File: src/rtl/keypad_pkg.sv
// Shared types and key-code remapping for the keypad scanner.
package keypad_pkg;

  typedef enum logic [1:0] {
    ST_SCAN     = 2'd0,
    ST_DEBOUNCE = 2'd1,
    ST_PRESSED  = 2'd2
  } scan_state_e;

  // Team 4x4 keypad layout: entry [i] is the logical code of physical index i.
  localparam logic [15:0][3:0] REMAP_TBL = {
    4'd15, 4'd0,  4'd13, 4'd12,
    4'd7,  4'd8,  4'd9,  4'd11,
    4'd4,  4'd5,  4'd6,  4'd10,
    4'd1,  4'd2,  4'd3,  4'd14
  };

  // Physical index (col*ROWS + row) to logical key code.
  function automatic int unsigned remap_code(input int unsigned index, input bit remap);
    if (remap) begin
      return int'(REMAP_TBL[index[3:0]]);
    end
    return index;
  endfunction

endpackage

File: src/rtl/keypad_scanner_if.sv
// Key delivery channel: valid/ready key register plus press status.
interface keypad_scanner_if #(
  parameter int CW = 4
);
  logic [CW-1:0] key_code;
  logic          key_valid;
  logic          key_ready;
  logic          key_pressed;
  logic          overrun;

  modport master (
    output key_code,
    output key_valid,
    output key_pressed,
    output overrun,
    input  key_ready
  );

  modport slave (
    input  key_code,
    input  key_valid,
    input  key_pressed,
    input  overrun,
    output key_ready
  );
endinterface

File: src/rtl/keypad_scanner_sync_2ff.sv
// Two-flop synchroniser; resets to all ones so idle (pulled-up) rows read as released.
module sync_2ff #(
  parameter int WIDTH = 1
) (
  input  logic             clk,
  input  logic             rst,
  input  logic [WIDTH-1:0] d,
  output logic [WIDTH-1:0] q
);

  logic [WIDTH-1:0] meta_q;
  logic [WIDTH-1:0] sync_q;

  // Two back-to-back capture stages.
  always_ff @(posedge clk or posedge rst) begin
    if (rst) begin
      meta_q <= '1;
      sync_q <= '1;
    end else begin
      meta_q <= d;
      sync_q <= meta_q;
    end
  end

  assign q = sync_q;

endmodule

File: src/rtl/keypad_scanner.sv
// Matrix keypad scanner: column drive, row sensing, press/release debounce,
// key-code remap and a valid/ready output register.
//
// state       | meaning
// ST_SCAN     | idle, stepping one column per dwell looking for a low row
// ST_DEBOUNCE | candidate key seen, column held, counting identical hit ticks
// ST_PRESSED  | key accepted, waiting for DEBOUNCE all-high ticks to release
module keypad_scanner
  import keypad_pkg::*;
#(
  parameter int ROWS     = 4,
  parameter int COLS     = 4,
  parameter int SCAN_DIV = 50000,
  parameter int DEBOUNCE = 8,
  parameter int REMAP    = 1
) (
  input  logic            clk,
  input  logic            reset,
  input  logic [ROWS-1:0] row_in,
  output logic [COLS-1:0] col_out,
  keypad_scanner_if.master key_if
);

  localparam int CW   = $clog2(ROWS * COLS);
  localparam int DIVW = $clog2(SCAN_DIV);
  localparam int DBW  = $clog2(DEBOUNCE + 1);
  localparam int COLW = (COLS > 1) ? $clog2(COLS) : 1;
  localparam int ROWW = (ROWS > 1) ? $clog2(ROWS) : 1;
  localparam int unsigned ROWS_U = ROWS;

  generate
    if (REMAP != 0 && (ROWS != 4 || COLS != 4)) begin : g_bad_remap
      $error("keypad_scanner: REMAP=1 needs a 4x4 keypad");
    end
  endgenerate

  logic [ROWS-1:0] rs;

  sync_2ff #(.WIDTH(ROWS)) u_row_sync (
    .clk (clk),
    .rst (reset),
    .d   (row_in),
    .q   (rs)
  );

  scan_state_e     state_q, state_d;
  logic [DIVW-1:0] div_q, div_d;
  logic [COLW-1:0] col_q, col_d, col_adv;
  logic [ROWW-1:0] row_q, row_d, low_row, acc_row;
  logic [DBW-1:0]  cnt_q, cnt_d, cnt_inc;
  logic [DBW-1:0]  rel_q, rel_d, rel_inc;
  logic [COLS-1:0] col_out_q;
  logic [CW-1:0]   key_code_q, key_code_d, acc_code;
  logic            key_valid_q, key_valid_d;
  logic            overrun_q, overrun_d;
  logic            tick, hit, accept;
  int unsigned     phys_idx;

  assign tick    = (div_q == DIVW'(SCAN_DIV - 1));
  assign hit     = ~&rs;
  assign col_adv = (col_q == COLW'(COLS - 1)) ? '0 : col_q + 1'b1;
  assign cnt_inc = cnt_q + 1'b1;
  assign rel_inc = rel_q + 1'b1;

  // Dwell divider free-runs in every state.
  always_comb begin
    div_d = tick ? '0 : div_q + 1'b1;
  end

  // Lowest-numbered low row wins when several rows are pulled down.
  always_comb begin
    low_row = '0;
    for (int i = ROWS - 1; i >= 0; i--) begin
      if (!rs[i]) low_row = ROWW'(i);
    end
  end

  assign phys_idx = 32'(col_q) * ROWS_U + 32'(acc_row);
  assign acc_code = CW'(remap_code(phys_idx, REMAP != 0));

  // Scan/debounce/release sequencing; every decision is taken on a tick.
  always_comb begin
    state_d = state_q;
    col_d   = col_q;
    row_d   = row_q;
    cnt_d   = cnt_q;
    rel_d   = rel_q;
    accept  = 1'b0;
    acc_row = row_q;
    if (tick) begin
      case (state_q)
        ST_SCAN: begin
          if (hit) begin
            row_d = low_row;
            cnt_d = DBW'(1);
            if (DEBOUNCE == 1) begin
              accept  = 1'b1;
              acc_row = low_row;
              rel_d   = '0;
              state_d = ST_PRESSED;
            end else begin
              state_d = ST_DEBOUNCE;
            end
          end else begin
            col_d = col_adv;
          end
        end
        ST_DEBOUNCE: begin
          if (hit && (low_row == row_q)) begin
            cnt_d = cnt_inc;
            if (cnt_inc == DBW'(DEBOUNCE)) begin
              accept  = 1'b1;
              rel_d   = '0;
              state_d = ST_PRESSED;
            end
          end else begin
            // Bounce: give up on this key but re-examine the same column.
            cnt_d   = '0;
            state_d = ST_SCAN;
          end
        end
        ST_PRESSED: begin
          if (!hit) begin
            rel_d = rel_inc;
            if (rel_inc == DBW'(DEBOUNCE)) begin
              rel_d   = '0;
              cnt_d   = '0;
              col_d   = col_adv;
              state_d = ST_SCAN;
            end
          end else begin
            rel_d = '0;
          end
        end
        default: begin
          state_d = ST_SCAN;
          cnt_d   = '0;
          rel_d   = '0;
        end
      endcase
    end
  end

  // Output register: load on accept unless an unconsumed key would be overwritten.
  always_comb begin
    key_code_d  = key_code_q;
    key_valid_d = key_valid_q;
    overrun_d   = 1'b0;
    if (key_valid_q && key_if.key_ready) key_valid_d = 1'b0;
    if (accept) begin
      if (!key_valid_q || key_if.key_ready) begin
        key_code_d  = acc_code;
        key_valid_d = 1'b1;
      end else begin
        overrun_d = 1'b1;
      end
    end
  end

  // State, counters, column drive and key register.
  always_ff @(posedge clk or posedge reset) begin
    if (reset) begin
      state_q     <= ST_SCAN;
      div_q       <= '0;
      col_q       <= '0;
      row_q       <= '0;
      cnt_q       <= '0;
      rel_q       <= '0;
      col_out_q   <= ~COLS'(1);
      key_code_q  <= '0;
      key_valid_q <= 1'b0;
      overrun_q   <= 1'b0;
    end else begin
      state_q     <= state_d;
      div_q       <= div_d;
      col_q       <= col_d;
      row_q       <= row_d;
      cnt_q       <= cnt_d;
      rel_q       <= rel_d;
      col_out_q   <= ~(COLS'(1) << col_d);
      key_code_q  <= key_code_d;
      key_valid_q <= key_valid_d;
      overrun_q   <= overrun_d;
    end
  end

  assign col_out            = col_out_q;
  assign key_if.key_code    = key_code_q;
  assign key_if.key_valid   = key_valid_q;
  assign key_if.key_pressed = (state_q == ST_PRESSED);
  assign key_if.overrun     = overrun_q;

endmodule
File: src/flat_wrapper.sv
// flat-port wrapper written by rule: the top's interface ports become plain ports
module keypad_scanner_flat import keypad_pkg::*;
#(
  parameter int ROWS     = 4,
  parameter int COLS     = 4,
  parameter int SCAN_DIV = 50000,
  parameter int DEBOUNCE = 8,
  parameter int REMAP    = 1
)
  (clk, reset, row_in, col_out, key_if_key_code, key_if_key_valid, key_if_key_pressed, key_if_overrun, key_if_key_ready);
  keypad_scanner_if key_if_i ();
  input  logic clk;
  input  logic reset;
  input  logic [ROWS-1:0] row_in;
  output logic [COLS-1:0] col_out;
  output wire logic [$bits(key_if_i.key_code)-1:0] key_if_key_code;
  output wire logic [$bits(key_if_i.key_valid)-1:0] key_if_key_valid;
  output wire logic [$bits(key_if_i.key_pressed)-1:0] key_if_key_pressed;
  output wire logic [$bits(key_if_i.overrun)-1:0] key_if_overrun;
  input wire logic [$bits(key_if_i.key_ready)-1:0] key_if_key_ready;
  assign key_if_key_code = key_if_i.key_code;
  assign key_if_key_valid = key_if_i.key_valid;
  assign key_if_key_pressed = key_if_i.key_pressed;
  assign key_if_overrun = key_if_i.overrun;
  assign key_if_i.key_ready = key_if_key_ready;
  keypad_scanner #(.ROWS(ROWS), .COLS(COLS), .SCAN_DIV(SCAN_DIV), .DEBOUNCE(DEBOUNCE), .REMAP(REMAP)) u_core (.clk(clk), .reset(reset), .row_in(row_in), .col_out(col_out), .key_if(key_if_i));
endmodule
File: config.mk
export PLATFORM = sky130hd
export DESIGN_NAME = keypad_scanner_flat
export DESIGN_NICKNAME = d
export VERILOG_FILES = /design/src/rtl/keypad_pkg.sv /design/src/rtl/keypad_scanner_if.sv /design/src/rtl/keypad_scanner_sync_2ff.sv /design/src/rtl/keypad_scanner.sv /design/src/flat_wrapper.sv
export SDC_FILE = /design/constraint.sdc
export NUM_CORES = 1
export LEC_CHECK = 0
export CAP_MARGIN = 20
export CORE_MARGIN = 8
export CORE_UTILIZATION = 30
export CTS_CLUSTER_SIZE = 8
export DETAILED_ROUTE_END_ITERATION = 12
export PLACE_DENSITY = 0.54
export SLEW_MARGIN = 20
export SYNTH_ARGS = -nofsm -noshare
export SYNTH_HDL_FRONTEND = slang
export SYNTH_SLANG_ARGS = --single-unit
File: constraint.sdc
create_clock -name clk -period 5.96 [get_ports clk]
set_input_delay 0.596 -clock clk [delete_from_list [all_inputs] [get_ports clk]]
set_output_delay 0.596 -clock clk [all_outputs]
set_load 0.03 [all_outputs]
==> results by group <==
Run status
  • Result of the run: finished clean

Routing
  • Count of nets left with antenna violations after detail routing: 0
  • Vias after detailed routing: 1803
  • Drt via density: 4.926
  • Wire length reported by the detailed router: 4.787 mm
  • Routed wire per std cell: 13.08 um
  • DRC viols: 0
  • Detailed-router iteration count before antenna repair: 4
  • Drt initial violations: 121

Die
  • Die Span X: 108.4 um
  • Starting density of the core: 0.3098
  • Core outline area: 8258 um^2
  • Die Y: 108.4 um
  • Core Rows: 33
  • Floorplan die area: 11740 um^2
  • Ports: 18

Place
  • Input/output buffers: 17
  • Post-detail-place hpwl: 3.430 mm
  • Routability-driven placement congestion ratio: 0.7993

Synth
  • Number of enable-type register cells in the synthesized netlist: 0
  • Top_reg_cell synth: sky130_fd_sc_hd__dfrtp_1
  • Cell type contributing the most total cell area after synthesis: sky130_fd_sc_hd__dfrtp_1
  • Syn Nets: 260
  • Number of instances in the synthesized netlist: 242
  • Post-synthesis sequential area ratio: 0.4748
  • Number of warnings issued by yosys: 0
  • Area share of the leading cell type in the synthesized netlist: 0.3619
  • Average cell area after synthesis: 10.57 um^2
  • Cell types occupying the most area after synthesis: sky130_fd_sc_hd__dfrtp_1, sky130_fd_sc_hd__dfstp_2, sky130_fd_sc_hd__ha_1
  • Summed instance area of the synthesized netlist: 2559 um^2
  • Yosys cell types: 47
  • Synth Register Bits: 48
  • Post-synthesis async set-or-reset flop share: 1.000

Timing
  • Final-report setup violation count: 0
  • Setup TNS: 0 ps
  • Final hold vios: 0
  • Maximum achievable frequency: 403.0 MHz
  • RSZ-0062 raised after global routing: false
  • Slew Viols, Final: 0
  • Max transition margin: 0.4555
  • Min Clock Period, post-route: 2481 ps
  • Part of the cycle the worst path needs: 0.4163
  • Slew of the pin with the lowest slew margin: 816.7 ps
  • Clock Skew: 1.856 ps

Clocking
  • Clock buffer depth: 2
  • Clock network latency to the later pin of the worst-skew pair: 300 ps
  • Quantity of gates resized following cts: 0
  • Clock-pin transition on the worst setup and hold timing paths: 80 ps
  • Number of sinks driven by the clock tree: 48
  • Number of H-tree levels: 2
  • Clock tree from TritonCTS: built
  • Total of hold buffers inserted after clock tree synthesis: 0
  • Clock root cell: sky130_fd_sc_hd__clkbuf_8
  • # Post-CTS Setup Buffers: 0
  • Inserted Clock Buffers: 5

Flow run
  • Number of max-cap violations: 0

Critical path
  • Data arrival at the endpoint of the critical path: 1890 ps
  • Worst setup slack for register-to-register paths: 3780 ps
  • Crit start category: flop
  • Required time at the worst-slack endpoint: 5360 ps
  • Crit Path Class: reg -> out
  • Endpoint type of the worst setup path: output pin
  • Worst-path fanout max: 9

Global routing
  • Antenna violations before repair: 0
  • Total GRT Usage: 0.08705
  • Pin count of the biggest net entering global routing: 49
  • Grt total ovfl: 0
  • Via count of the first global-routing pass: 1756
  • First-pass GRT wire length: 8.307 mm

Worst hold path
  • Kind of path behind the tightest hold check: reg -> reg

Final layout
  • Count of nets after finishing: 278
  • Finished Core Util: 0.3539
  • Share of cells above drive strength 1: 0.1111
  • Area Growth Syn to Fin: 14.23%
  • Antenna diode count: 0
  • Fillers: 836

Power and ir drop
  • Total power per unit cell area: 196.5 nW/um^2
  • Max rail drop VDD: 0.00008604 V
  • Static leakage: 1.260 nW
[registers in the layout, indices dropped and copies added (netlist names)]
| name | cells |
|---|---|
| u_core.key_if.key_code | 4 |
| u_core.key_if.key_valid | 1 |
| u_core.u_row_sync.meta_q | 4 |
| u_core.col_q | 2 |
| u_core.acc_row | 2 |
| u_core.key_if.overrun | 1 |
| u_core.cnt_q | 4 |
| u_core.rel_q | 4 |
| u_core.div_q | 16 |
| u_core.col_out | 4 |
| u_core.u_row_sync.q | 4 |
| u_core.state_q | 2 |
[power breakdown]
| group | internal, mW | total (mW) | switching, mW | leakage (nW) |
|---|---|---|---|---|
| Sequential | 0.331 | 0.332 | 0.00198 | 0.618 |
| Combinational | 0.00486 | 0.0132 | 0.00830 | 0.586 |
| Clock | 0.125 | 0.229 | 0.104 | 0.0552 |
| Total | 0.460 | 0.574 | 0.114 | 1.26 |
[worst max-delay path, stage by stage (launching register included)]
cell	delay [ps]
sky130_fd_sc_hd__dfrtp_1	550
sky130_fd_sc_hd__nor2b_1	310
sky130_fd_sc_hd__clkdlybuf4s50_1	730
[per-stage QoR]
step	hold WS (ps)	instance area [um^2]	setup slack, ps	total power, mW	cells
after floorplan	345.2	2559	3944	0.3455	242
after global placement	347.2	2814	3830	0.3527	358
after detailed placement	347.2	2814	3786	0.3527	358
after CTS	360.3	2922	3481	0.5858	366
after global routing	368.2	2923	3367	0.5994	366
final	358.8	2923	3479	0.5743	366
[cells in the mapped netlist (2+ instances only)]
cell type / count
sky130_fd_sc_hd__inv_1: 11
sky130_fd_sc_hd__ha_1: 11
sky130_fd_sc_hd__buf_4: 2
sky130_fd_sc_hd__nand2_1: 19
sky130_fd_sc_hd__a21oi_1: 4
sky130_fd_sc_hd__a21o_1: 4
sky130_fd_sc_hd__o2bb2ai_1: 2
sky130_fd_sc_hd__nor2_1: 23
sky130_fd_sc_hd__nand4_1: 6
sky130_fd_sc_hd__mux2_2: 2
sky130_fd_sc_hd__a22oi_1: 2
sky130_fd_sc_hd__nand3_1: 14
sky130_fd_sc_hd__nor2b_1: 7
sky130_fd_sc_hd__o21ai_0: 9
sky130_fd_sc_hd__a22o_1: 2
sky130_fd_sc_hd__mux2i_1: 8
sky130_fd_sc_hd__o31ai_1: 3
sky130_fd_sc_hd__and4bb_2: 2
sky130_fd_sc_hd__mux2_1: 5
sky130_fd_sc_hd__dfstp_2: 11
sky130_fd_sc_hd__dfrtp_1: 37
sky130_fd_sc_hd__nor3_1: 5
sky130_fd_sc_hd__and3b_1: 3
sky130_fd_sc_hd__nand2b_1: 2
sky130_fd_sc_hd__mux2_4: 3
sky130_fd_sc_hd__xnor2_1: 4
sky130_fd_sc_hd__buf_6: 2
sky130_fd_sc_hd__nor4b_1: 3
sky130_fd_sc_hd__o211ai_1: 3
sky130_fd_sc_hd__and3_1: 4
sky130_fd_sc_hd__xor2_1: 9
sky130_fd_sc_hd__a31oi_1: 3
sky130_fd_sc_hd__and4_1: 3
[logic make-up (layout without fill, tap and decap cells)]
kind of cell / count (synthesis) / after routing / share of synthesized area
adders and majority gates: 11 / 11 / 0.05379
buffers and inverters: 17 / 36 / 0.03422
AOI/OAI and AO/OA: 40 / 40 / 0.1149
DFF: 48 / 48 / 0.4748
xor gates and xnor gates: 13 / 13 / 0.04450
muxes: 18 / 18 / 0.07970
and+or+nand+nor: 95 / 95 / 0.1980
[cell usage in the layout (no fill, tap or decap), types with 6 or more instances in the layout]
master,netlist,final
sky130_fd_sc_hd__xor2_1,9,9
sky130_fd_sc_hd__nor2b_1,7,7
sky130_fd_sc_hd__clkdlybuf4s50_1,0,17
sky130_fd_sc_hd__dfrtp_1,37,37
sky130_fd_sc_hd__nand3_1,14,14
sky130_fd_sc_hd__nand2_1,19,19
sky130_fd_sc_hd__dfstp_2,11,11
sky130_fd_sc_hd__mux2i_1,8,8
sky130_fd_sc_hd__inv_1,11,10
sky130_fd_sc_hd__nor2_1,23,23
sky130_fd_sc_hd__o21ai_0,9,9
sky130_fd_sc_hd__nand4_1,6,6
sky130_fd_sc_hd__ha_1,11,11
[path summary, 6_finish.rpt]
kind	startpoint	end	cells past startpoint
max	u_core.state_q[1]	key_if_key_pressed	2
min	u_core.u_row_sync.meta_q[1]	u_core.u_row_sync.q[1]	0
max reg2reg	u_core.rel_q[0]	u_core.col_q[0]	6
min reg2reg	u_core.u_row_sync.meta_q[1]	u_core.u_row_sync.q[1]	0
max in group asynchronous	reset	u_core.acc_row[1]	2
min in group asynchronous	reset	u_core.key_if.key_code[1]	2
[cell type report]
cell class | count | area (um^2) | area share
sequential | 48 | 1215 | 0.4157
inverter | 11 | 42.54 | 0.01455
multi-input combinational | 177 | 1256 | 0.4298
clock buffer | 6 | 72.57 | 0.02483
timing repair buffer | 17 | 170.2 | 0.05822
tap | 105 | 131.4 | 0.04495
clock inverter | 2 | 35.03 | 0.01199
[routing by layer]
metal,vias to the layer above,wire (um),GRT usage
li1,894,-,-
met3,4,147,0.02023
met5,-,0,0
met4,0,77,0.04008
met2,24,2219,0.1347
met1,881,2342,0.1129
Note: power is estimated with default switching activity, not from simulation.
==> RTL edit 1, RTL diff (same flow settings) <==
Encoding of `scan_state_e`: now one-hot (3 bits for 3 states).
--- a/src/rtl/keypad_pkg.sv
+++ b/src/rtl/keypad_pkg.sv
@@ -1,10 +1,10 @@
 // Shared types and key-code remapping for the keypad scanner.
 package keypad_pkg;
 
-  typedef enum logic [1:0] {
-    ST_SCAN     = 2'd0,
-    ST_DEBOUNCE = 2'd1,
-    ST_PRESSED  = 2'd2
+  typedef enum logic [2:0] {
+    ST_SCAN     = 3'b001,
+    ST_DEBOUNCE = 3'b010,
+    ST_PRESSED  = 3'b100
   } scan_state_e;
 
   // Team 4x4 keypad layout: entry [i] is the logical code of physical index i.
Function: same outputs for any inputs over 10 cycles, from zero or initial values and one cycle with reset high; not proved beyond that.
==> RTL edit 1 against the original RTL <==
  * Via count grew 2.2%
  * Area after synthesis is 2.2% higher
  * Sequential share of layout area shrank 0.34 points
  * Power grew 12%
  * Final area up 3.0%
  * Setup slack better by 0.082 ns
  * Routed wire length increased by 2.6%
  * Synthesized cell count is 4.5% higher
  * Worst hold slack improved by 0.0020 ns
  * Sequential cell count grew 1
==> RTL edit 1: results (changes against the original RTL) <==
status=completed; routed length per instance=13.1 um (-0.16%); RD Place Congestion=0.763 (-4.6%); Critical Path Fanout Max=10 (+1); Reg clk slew, reported paths=0.10 ns (+0.02 ns); Max Clock Skew=0.00919 ns (+0.00734 ns); share of post-route cells with drive strength above 1=16.0% (+4.9 points); R2R Path Start=u_core.div_q[0]; post-synthesis cell count=253 (+4.5%); Slew @ Worst Pin=0.846 ns (+0.0296 ns); vias per inst=4.90 (-0.55%); P_leak=1.31 nW (+3.7%); synth cell count leaders=dfrtp_1 (37), nor2_1 (24), nand2_1 (22), nand3_1 (16); Syn Nets=271 (+4.2%); post-synthesis mux area share=3.97% (-4.0 points); largest net degree at the start of global routing=50 (+2.0%); Netlist cell types=56 (+19%); Final WS setup=3.56 ns (+0.0822 ns); initial DRC count=79 (-35%); GRT Total Usage=8.93% (+0.23 points); Place WS=3.76 ns (-0.0255 ns); Reg-to-Reg End=u_core.state_q[1]; global-route wire length before repair=8630 um (+3.9%); Fillers=879 (+5.1%); Inst Count DP=368 (+2.8%); CP arrival=1.80 ns (-0.09 ns)
[RTL edit 1: cell count changes after synthesis, sizes merged, moves of 4 or more]
cell,before,now
nor2b,7,3
mux2i,8,1
nand2b,2,7
or2,0,4
[RTL edit 1: power breakdown]
part | total (mW) | internal [mW] | switching (mW) | leakage [nW]
combinational | 0.0134 | 0.00489 | 0.00856 | 0.610
sequential | 0.339 | 0.337 | 0.00200 | 0.629
clock | 0.288 | 0.169 | 0.119 | 0.0687
total | 0.640 | 0.511 | 0.129 | 1.31
[RTL edit 1: logic make-up after synthesis]
group | Yosys count
and+or+nand+nor | 107
DFF | 49
AOI/OAI and AO/OA | 42
xor gates and xnor gates | 18
buffers and inverters | 18
adders and majority gates | 11
muxes | 8
[RTL edit 1: layout make-up]
| class | instances | area [sq um] | share of cell area, % |
|---|---|---|---|
| clock buffers | 5 | 68.8 | 2.29 |
| clock inverters | 3 | 68.8 | 2.29 |
| inverters | 8 | 31.3 | 1.04 |
| multi-input cells | 186 | 1290 | 43.0 |
| flip-flops and latches | 49 | 1240 | 41.2 |
| well taps | 108 | 135 | 4.49 |
| repair buffers | 17 | 170 | 5.65 |
[RTL edit 1: routing by layer]
| layer | GRT usage (%) | wire length, um | vias up |
|---|---|---|---|
| met1 | 11.7 | 2370 | 882 |
| li1 | - | - | 916 |
| met3 | 1.99 | 215 | 6 |
| met4 | 4.15 | 92 | 0 |
| met2 | 13.8 | 2230 | 38 |
| met5 | 0 | 0 | - |
[RTL edit 1: worst register-to-register path: stages (launching register included)]
cell	delay, ns
dfrtp_1	0.39
ha_1	0.20
and3_1	0.23
and4_1	0.48
and3_1	0.44
o21ai_0	0.16
a22o_1	0.20
[RTL edit 1: worst min-delay path by stage]
stage                                           start                endpoint  slack (ns)  depth (start not counted)
after floorplan           u_core.u_row_sync.meta_q[0]  u_core.u_row_sync.q[0]        0.35                          0
final                     u_core.u_row_sync.meta_q[0]  u_core.u_row_sync.q[0]        0.36                          0
after detailed placement  u_core.u_row_sync.meta_q[3]  u_core.u_row_sync.q[3]        0.35                          0
after global placement    u_core.u_row_sync.meta_q[2]  u_core.u_row_sync.q[2]        0.35                          0
after CTS                 u_core.u_row_sync.meta_q[0]  u_core.u_row_sync.q[0]        0.36                          0
after global routing      u_core.u_row_sync.meta_q[0]  u_core.u_row_sync.q[0]        0.37                          0
[RTL edit 1: per-stage QoR]
step | instance area [sq um] | util (%)
5_1_grt | 3010 | 35.0
4_1_cts | 3010 | 35.0
2_1_floorplan | 2620 | -
3_3_place_gp | 2870 | 33.4
3_5_place_dp | 2870 | 33.4
6_report | 3010 | 35.0
==> RTL edit 2, RTL diff (config.mk and constraints unchanged) <==
Without the edit above. `REMAP` is set to 1 in 2 places; all go to 0.
--- a/src/rtl/keypad_scanner.sv
+++ b/src/rtl/keypad_scanner.sv
@@ -12,7 +12,7 @@
   parameter int COLS     = 4,
   parameter int SCAN_DIV = 50000,
   parameter int DEBOUNCE = 8,
-  parameter int REMAP    = 1
+  parameter int REMAP    = 0
 ) (
   input  logic            clk,
   input  logic            reset,
--- a/src/flat_wrapper.sv
+++ b/src/flat_wrapper.sv
@@ -5,7 +5,7 @@
   parameter int COLS     = 4,
   parameter int SCAN_DIV = 50000,
   parameter int DEBOUNCE = 8,
-  parameter int REMAP    = 1
+  parameter int REMAP    = 0
 )
   (clk, reset, row_in, col_out, key_if_key_code, key_if_key_valid, key_if_key_pressed, key_if_overrun, key_if_key_ready);
   keypad_scanner_if key_if_i ();
Formal check against the unedited RTL: same outputs for any inputs over 10 cycles, from zero or initial values and one cycle with reset high; that may be too few to reach the edited logic, so the function may still have changed.
==> RTL edit 2 against the original RTL <==
  * Sequential share of layout area rose by 3.4 points
  * Setup slack improved by 0.11 ns
  * Global-route usage rose by 0.31 points
  * Critical path depth did not move
  * Routed wire length fell by 10%
  * Cell count fell by 10%
  * Power rose by 8.2%
  * Sequential cell count did not move
  * Non-clock buffer count did not move
  * Area after synthesis fell by 11%
  * Clock power rose by 20%
  * Final area fell by 7.6%
  * Utilization rose by 0.30 points
  * Critical endpoint unchanged
==> RTL edit 2: results (changes against the original RTL) <==
status=completed; Warnings, synthesis=0 (unchanged); # diodes=0 (unchanged); total routed wirelength=4310 um (-10%); post-synthesis cell count=205 (-15%); CP arrival=1.77 ns (-0.12 ns); initial DRC count=47 (-61%); Synth area leaders=dfrtp_1 (41%), dfstp_2 (13%), xor2_1 (3.8%), nand3_1 (3.7%), nor2_1 (3.3%); port buffer count=17 (unchanged); Seq/Total Area, Yosys=53.1% (+5.7 points); root buffer cell=clkbuf_8; CTS Buf Count=5 (unchanged); RD Place Congestion=0.721 (-9.8%); FFs w/ async S/R, synth=100% (unchanged); P_leak=1.16 nW (-7.9%); Inst Count DP=320 (-11%); sw frac=19.0% (-0.95 points); Multi-input gate area=1040 sq um (-18%); DR pass1 iterations=4 (unchanged); nets@finish=236 (-15%); Post-route DRC=0 (unchanged); Slew @ Worst Pin=0.806 ns (-0.0111 ns); synth cell count leaders=dfrtp_1 (37), nor2_1 (20), nand3_1 (17), nand2_1 (16), dfstp_2 (11); Peak VDD IR=99.3 uV (+15%); Syn Nets=216 (-17%); Reg clk slew, reported paths=0.09 ns; final cell count without fillers=328 (-10%); global-route wire length before repair=7520 um (-9.5%); largest net degree at the start of global routing=49 (unchanged); max FFs per register=16 (unchanged); Resized Gates After CTS=0 (unchanged); Critical Path Fanout Max=10 (+1); via count=1535 (-15%); Fillers=734 (-12%); Final HPWL DP=3070 um (-10%); Hold Violations, Final=0 (unchanged); Place WS=3.58 ns (-0.206 ns); Max Clock Skew=0.0106 ns (+0.00873 ns); GRT Total Usage=9.02% (+0.31 points); Placed Area=2570 sq um (-8.8%); Max Root-Sink Buffers=2 (unchanged); share of post-route cells with drive strength above 1=15.9% (+4.8 points); # Post-CTS Setup Buffers=0 (unchanged)
RTL edit 2: final timing paths:
check                                             from                         to  slack (ns)  cells past startpoint
max reg2reg                            u_core.div_q[0]            u_core.rel_q[0]        3.60                      6
min reg2reg                u_core.u_row_sync.meta_q[3]     u_core.u_row_sync.q[3]        0.36                      0
max                                  u_core.state_q[1]         key_if_key_pressed        3.59                      2
min                        u_core.u_row_sync.meta_q[3]     u_core.u_row_sync.q[3]        0.36                      0
min in group asynchronous                        reset          u_core.acc_row[0]        0.75                      2
max in group asynchronous                        reset  u_core.key_if.key_code[3]        4.73                      2
RTL edit 2: worst max-delay path, stage by stage, from the launching register on:
cell and delay (ns):
dfrtp_1 0.56, nor2b_1 0.22, clkdlybuf4s50_1 0.70
RTL edit 2: cell type report:
type | instances | share of cell area, %
Sequential cell | 48 | 45.0
Tap cell | 102 | 4.72
Timing Repair Buffer | 17 | 6.30
Multi-Input combinational cell | 148 | 38.4
Clock inverter | 2 | 2.22
Inverter | 5 | 0.741
Clock buffer | 6 | 2.69
RTL edit 2: power groups by stage:
stage / Combinational (mW) / Sequential (mW) / Clock (mW)
final: 0.0142 / 0.333 / 0.275
after global routing: 0.0165 / 0.333 / 0.298
after CTS: 0.0149 / 0.333 / 0.286
after detailed placement: 0.0148 / 0.339 / 0
after global placement: 0.0149 / 0.339 / 0
after floorplan: 0.00832 / 0.338 / 0
RTL edit 2: layer usage:
layer	routed length, um	global-route usage [%]	vias up
li1	-	-	776
met5	0	0	-
met3	157	2.74	6
met1	2160	12.4	735
met2	1940	13.3	18
met4	48	2.67	0
RTL edit 2: cell families (layout without fill, tap and decap cells):
family / after synthesis / after routing / synth area share, %
AOI/OAI and AO/OA: 32 / 32 / 10.7
buffers and inverters: 9 / 30 / 1.53
DFF: 48 / 48 / 53.1
and+or+nand+nor: 90 / 90 / 22.8
muxes: 8 / 8 / 4.21
adders and majority gates: 4 / 4 / 2.19
xor gates and xnor gates: 14 / 14 / 5.36
